**src/rtl/rvx_debouncer.sv**
```systemverilog
// rvx_debouncer: synchronises one raw bouncing button input and emits a clean level plus
// one-cycle press/release pulses. Define RVX_DEBOUNCER_LONG_PRESS_EN to enable long_press.
module rvx_debouncer #(
   parameter int CLOCK_FREQUENCY_HZ = 50000000,
   parameter int DEBOUNCE_TIME_US   = 10000,
   parameter int SYNC_STAGES        = 2,
   parameter int INPUT_ACTIVE_LEVEL = 1,
   parameter int LONG_PRESS_TIME_US = 1000000
) (
   input  logic clock,
   input  logic reset_n,
   input  logic button_in,
   output logic button_level,
   output logic button_pressed,
   output logic button_released,
   output logic long_press
);

   localparam int DEBOUNCE_CYCLES = CLOCK_FREQUENCY_HZ / 1000000 * DEBOUNCE_TIME_US;
   localparam int CNT_W = (DEBOUNCE_CYCLES < 2) ? 1 : $clog2(DEBOUNCE_CYCLES);
   localparam logic [CNT_W-1:0] CNT_COMMIT = CNT_W'(DEBOUNCE_CYCLES - 2);
   localparam logic [CNT_W-1:0] CNT_MAX = {CNT_W{1'b1}};
   localparam logic ACTIVE_LEVEL = (INPUT_ACTIVE_LEVEL != 0);

   if (DEBOUNCE_CYCLES < 2) begin : g_badDebounce
      $error("rvx_debouncer: DEBOUNCE_CYCLES must be >= 2");
   end
   if (SYNC_STAGES < 2) begin : g_badSync
      $error("rvx_debouncer: SYNC_STAGES must be >= 2");
   end
   if (LONG_PRESS_TIME_US < 0) begin : g_badLongPress
      $error("rvx_debouncer: LONG_PRESS_TIME_US must be non-negative");
   end

   typedef enum logic [1:0] {
      RELEASED,
      PRESS_PENDING,
      PRESSED,
      RELEASE_PENDING
   } state_t;

   logic [SYNC_STAGES-1:0] r_sync;
   logic                   w_syncIn;
   state_t                 r_state;
   state_t                 w_stateNext;
   logic [CNT_W-1:0]       r_count;
   logic [CNT_W-1:0]       w_countNext;
   logic                   w_commitPress;
   logic                   w_commitRelease;
   logic                   r_level;
   logic                   r_pressed;
   logic                   r_released;

   // Normalise to 1 = pressed before the first flop so every later stage is polarity-free.
   always_ff @(posedge clock or negedge reset_n) begin
      if (!reset_n) begin
         r_sync <= '0;
      end else begin
         r_sync <= {r_sync[SYNC_STAGES-2:0], (button_in == ACTIVE_LEVEL)};
      end
   end

   assign w_syncIn = r_sync[SYNC_STAGES-1];

   // The cycle that enters a pending state is the first stable sample, so the commit
   // fires once the count of further stable samples reaches DEBOUNCE_CYCLES-1.
   always_comb begin
      w_stateNext     = r_state;
      w_countNext     = r_count;
      w_commitPress   = 1'b0;
      w_commitRelease = 1'b0;
      case (r_state)
         RELEASED: begin
            if (w_syncIn) begin
               w_stateNext = PRESS_PENDING;
               w_countNext = '0;
            end
         end
         PRESS_PENDING: begin
            if (!w_syncIn) begin
               w_stateNext = RELEASED;
               w_countNext = '0;
            end else if (r_count == CNT_COMMIT) begin
               w_stateNext   = PRESSED;
               w_countNext   = '0;
               w_commitPress = 1'b1;
            end else if (r_count != CNT_MAX) begin
               w_countNext = r_count + 1'b1;
            end
         end
         PRESSED: begin
            if (!w_syncIn) begin
               w_stateNext = RELEASE_PENDING;
               w_countNext = '0;
            end
         end
         RELEASE_PENDING: begin
            if (w_syncIn) begin
               w_stateNext = PRESSED;
               w_countNext = '0;
            end else if (r_count == CNT_COMMIT) begin
               w_stateNext     = RELEASED;
               w_countNext     = '0;
               w_commitRelease = 1'b1;
            end else if (r_count != CNT_MAX) begin
               w_countNext = r_count + 1'b1;
            end
         end
         default: begin
            w_stateNext = RELEASED;
            w_countNext = '0;
         end
      endcase
   end

   always_ff @(posedge clock or negedge reset_n) begin
      if (!reset_n) begin
         r_state    <= RELEASED;
         r_count    <= '0;
         r_level    <= 1'b0;
         r_pressed  <= 1'b0;
         r_released <= 1'b0;
      end else begin
         r_state    <= w_stateNext;
         r_count    <= w_countNext;
         r_pressed  <= w_commitPress;
         r_released <= w_commitRelease;
         if (w_commitPress) begin
            r_level <= 1'b1;
         end else if (w_commitRelease) begin
            r_level <= 1'b0;
         end
      end
   end

   assign button_level    = r_level;
   assign button_pressed  = r_pressed;
   assign button_released = r_released;

`ifdef RVX_DEBOUNCER_LONG_PRESS_EN
   localparam int LONG_PRESS_CYCLES = CLOCK_FREQUENCY_HZ / 1000000 * LONG_PRESS_TIME_US;
   localparam int LP_W = $clog2(LONG_PRESS_CYCLES + 1);
   localparam logic [LP_W-1:0] LP_LAST = LP_W'(LONG_PRESS_CYCLES - 1);
   localparam logic [LP_W-1:0] LP_FULL = LP_W'(LONG_PRESS_CYCLES);

   if (LONG_PRESS_CYCLES < 1) begin : g_badLongCycles
      $error("rvx_debouncer: LONG_PRESS_CYCLES must be >= 1");
   end

   logic [LP_W-1:0] r_holdCount;
   logic            r_longPress;
   logic            w_holding;

   assign w_holding = (r_state == PRESSED) || (r_state == RELEASE_PENDING);

   // Saturating at the target makes the pulse fire at most once per press.
   always_ff @(posedge clock or negedge reset_n) begin
      if (!reset_n) begin
         r_holdCount <= '0;
         r_longPress <= 1'b0;
      end else begin
         r_longPress <= 1'b0;
         if (w_commitPress || w_commitRelease) begin
            r_holdCount <= '0;
         end else if (w_holding && (r_holdCount != LP_FULL)) begin
            r_holdCount <= r_holdCount + 1'b1;
            r_longPress <= (r_holdCount == LP_LAST);
         end
      end
   end

   assign long_press = r_longPress;
`else
   assign long_press = 1'b0;
`endif

endmodule
```
**config.mk**
```make
export PLATFORM = sky130hd
export DESIGN_NAME = rvx_debouncer
export DESIGN_NICKNAME = d
export VERILOG_FILES = /design/src/rtl/rvx_debouncer.sv
export SDC_FILE = /design/constraint.sdc
export NUM_CORES = 1
export LEC_CHECK = 0
export ABC_AREA = 1
export CORE_ASPECT_RATIO = 1.4
export CORE_MARGIN = 3
export CORE_UTILIZATION = 52
export CTS_CLUSTER_SIZE = 14
export DETAILED_ROUTE_END_ITERATION = 16
export GPL_TIMING_DRIVEN = 0
export PLACE_DENSITY = 0.72
export REMOVE_ABC_BUFFERS = 1
export SYNTH_ARGS = -nofsm -noshare
export SYNTH_HDL_FRONTEND = slang
export SYNTH_SLANG_ARGS = --single-unit
export TNS_END_PERCENT = 20
```
**constraint.sdc**
```tcl
create_clock -name clock -period 1.6 [get_ports clock]
set_input_delay 0.16 -clock clock [delete_from_list [all_inputs] [get_ports clock]]
set_output_delay 0.16 -clock clock [all_outputs]
set_load 0.1 [all_outputs]
```
==> impl_metrics.toml <==
[logic_synthesis]
synth-seq-cells = 26
synthesis.area_um2 = 1780
netlist_instances = 257
ys_warn_count = 0
yosysTopAreaCellShare = 0.365
yosysSeqAreaShare = 0.365
synth_top_area_cell = "dfrtp_1"
syn_area_per_cell_um2 = 6.93
ys_types = 26
synthTopCellsByArea = "dfrtp_1 37%, nand2_1 20%, nand3_1 10%, inv_1 6.3%, nor2_1 5.7%"

[power_and_ir_drop]
p_int_uw = 1200
ir_worst_vdd_mv = 0.577
switching_share = 0.366
p_sw_uw = 694
p_per_area_nw_per_um2 = 888
power_frac_comb = 0.347
p_clk_frac = 0.233
leakage_uw = 0.00104
p_seq_frac = 0.420

[die]
dieHeight_um = 75.3
die_area_um2 = 4170
fp-row-count = 24
die_w_um = 55.5
ios = 7
initial_utilization = 0.555
coreArea_um2 = 3210

[cts]
clk_pin_slew_ns = 0.10
ctsHoldBuffers = 0
cts_buffer_depth = 2
cts_max_level = 1
clock-root-buffer = "clkbuf_8"
cts-buffers-inserted = 3
clock_sinks = 26
clk_latency_ns = 0.27
cts_tree = "done"

[global_routing]
grt_pass1_vias = 1638
grt_start_max_net_pins = 27
grt_overflow = 0
grtUsageTotal = 0.220
grt_pass1_wl_um = 7400
antenna_found_initial = 0

[detailed_routing]
drt_iter0_drc = 70
met1_length_um = 1860
topRoutingLayerUsed = "met4"
wirelength_um = 4270
drtAntennaViolNets = 0
wl_met3_um = 121
vias = 1696
wl_met2_um = 2210
drc = 0
first_pass_iters = 5
wire_per_inst_um = 13.4
vias_per_cell = 5.32

[finish]
diodes = 0
fin_nets = 286
nFillCells = 294
seqCellArea_um2 = 657
syn_to_final_growth_pct = 19.9
drive_above_1_share = 0.211
multi_input_area_um2 = 1050

[sta]
worst_slack_ns = 0.00541
worst_slew_pin_slew_ns = 1.17
slew_headroom = 0.221
setup-violations-final = 0
fin_skew_ns = 0.00395
maxSlewViolCount = 0
fmax_mhz = 627
hold_viol_final = 0
period_minus_slack_ns = 1.59
rsz0062_at_grt = "yes"
finalCritPeriodShare = 0.997
holdWs_ns = 0.329

[flow_run]
max_cap_violations = 0

[run_status]
status = "completed"

[worst_setup_path]
path_max_fanout = 6
reg2reg_slack_ns = 0.005
arrival_ns = 1.77
r2r_cells = 10
r2r_end = "r_count[5]"
reg2reg_from = "r_count[1]"
endpoint = "r_count[5]"
setup.worst_path.end_class = "flop"
crit_required_ns = 1.77
crit_start = "r_count[1]"
crit_type = "flop to flop"
crit_path_start_kind = "flop"

[placed_design]
place_ws_ns = -0.301
io_buffers = 5
gp_congestion = 0.844
dp_hpwl_um = 2640

[hold_path]
hold_class = "input pin to flop"
hp-start = "button_in"
## registers in the layout, summed over array words and instances, names as in the netlist, named ones only
signal           flops
r_state              1
button_pressed       1
r_sync               2
r_count             19
button_released      1
button_level         1
## metal layers
metal | up-vias | GRT usage
li1 | 855 | -
met2 | 39 | 0.396
met5 | - | 0
met3 | 9 | 0.0257
met4 | 0 | 0.0730
met1 | 793 | 0.277
## worst min path at each step
stage,endpoint,slack (ns),depth (start not counted)
floorplan,asynchronous set/reset pin,-0.14,0
global placement,r_sync[1],0.33,0
detailed placement,r_sync[1],0.34,0
CTS,r_sync[0],0.32,1
global route,r_sync[0],0.33,1
finish,r_sync[0],0.33,1
## kinds of logic (layout without fill, tap and decap cells)
group,after synthesis,in the layout,share of synthesized area
AND/OR/NAND/NOR,180,182,0.486
buffers and inverters,36,57,0.0962
flip-flops,26,26,0.365
AO/OA/AOI/OAI,11,11,0.0316
adder cells (fa/ha/maj),2,2,0.0140
other,1,1,0.00210
XOR/XNOR,1,1,0.00492
## cells in the mapped netlist
cell / n
dfrtp_1: 26
a31oi_1: 1
buf_4: 1
nand4_1: 4
nand3_4: 1
nand3b_4: 1
xnor2_1: 1
o21ai_0: 7
nand2_2: 2
nor2_8: 2
clkbuf_8: 1
buf_6: 3
nand2_1: 94
a21oi_1: 3
nor2_4: 5
clkinv_1: 1
inv_1: 30
nand3b_1: 3
nand3_1: 36
or2_2: 1
nand2_4: 1
conb_1: 1
nor2_1: 27
ha_1: 2
nor3_1: 2
nand3_2: 1
## area by class of cell
class | count | share of cell area
flip-flops and latches | 26 | 0.308
clock buffers | 4 | 0.0258
inverters | 31 | 0.0568
multi-input cells | 197 | 0.493
well taps | 39 | 0.0228
repair buffers | 22 | 0.0937
## what timing repair did
item / in CTS / in global routing
setup buffers: 12 / 5
endpoints found under the hold margin: 0 / 0
gates cloned: 2 / 0
resized for setup: 20 / 19
pin swaps: 6 / 11
setup endpoints to repair: 23 / 22
## cells in the final DEF, fill, tap and decap left out, drive strengths merged
| cell type | n |
|---|---|
| ha | 2 |
| conb | 1 |
| or2 | 1 |
| buf | 17 |
| clkdlybuf4s15 | 3 |
| a21oi | 3 |
| nand2 | 97 |
| a31oi | 1 |
| nand4 | 4 |
| nand3 | 40 |
| nor3 | 2 |
| o21ai | 7 |
| inv | 31 |
| nand3b | 4 |
| dfrtp | 26 |
| clkbuf | 4 |
| clkdlybuf4s50 | 2 |
| xnor2 | 1 |
| nor2 | 34 |
## worst max-delay path: stages, from the launching register on
cell and delay (ns):
dfrtp_2 0.44, ha_4 0.17, inv_4 0.04, nor2_4 0.12, nand2_4 0.10, nor2_8 0.18, nand3_4 0.15, nand2_1 0.10
nand2_1 0.07, nand3_2 0.07, nand2_1 0.05
## power groups by stage
stage / registers (uW) / logic (uW) / clock network, uW
after detailed placement: 805 / 422 / 0
after floorplan: 784 / 296 / 0
after global routing: 808 / 725 / 476
after CTS: 798 / 594 / 443
final: 796 / 657 / 442
after global placement: 805 / 411 / 0
## through the flow
step                      instances  utilization  TNS (ns)  total power, uW  cell area [um^2]
after floorplan                 252            -         0             1080              1730
after global placement          296        0.568     -3.39             1220              1830
after detailed placement        296        0.568     -3.97             1230              1830
after CTS                       314        0.639         0             1830              2050
after global routing            319        0.665    -0.780             2010              2140
final                           319        0.665         0             1900              2140
Power figures use the tool's default switching activity.
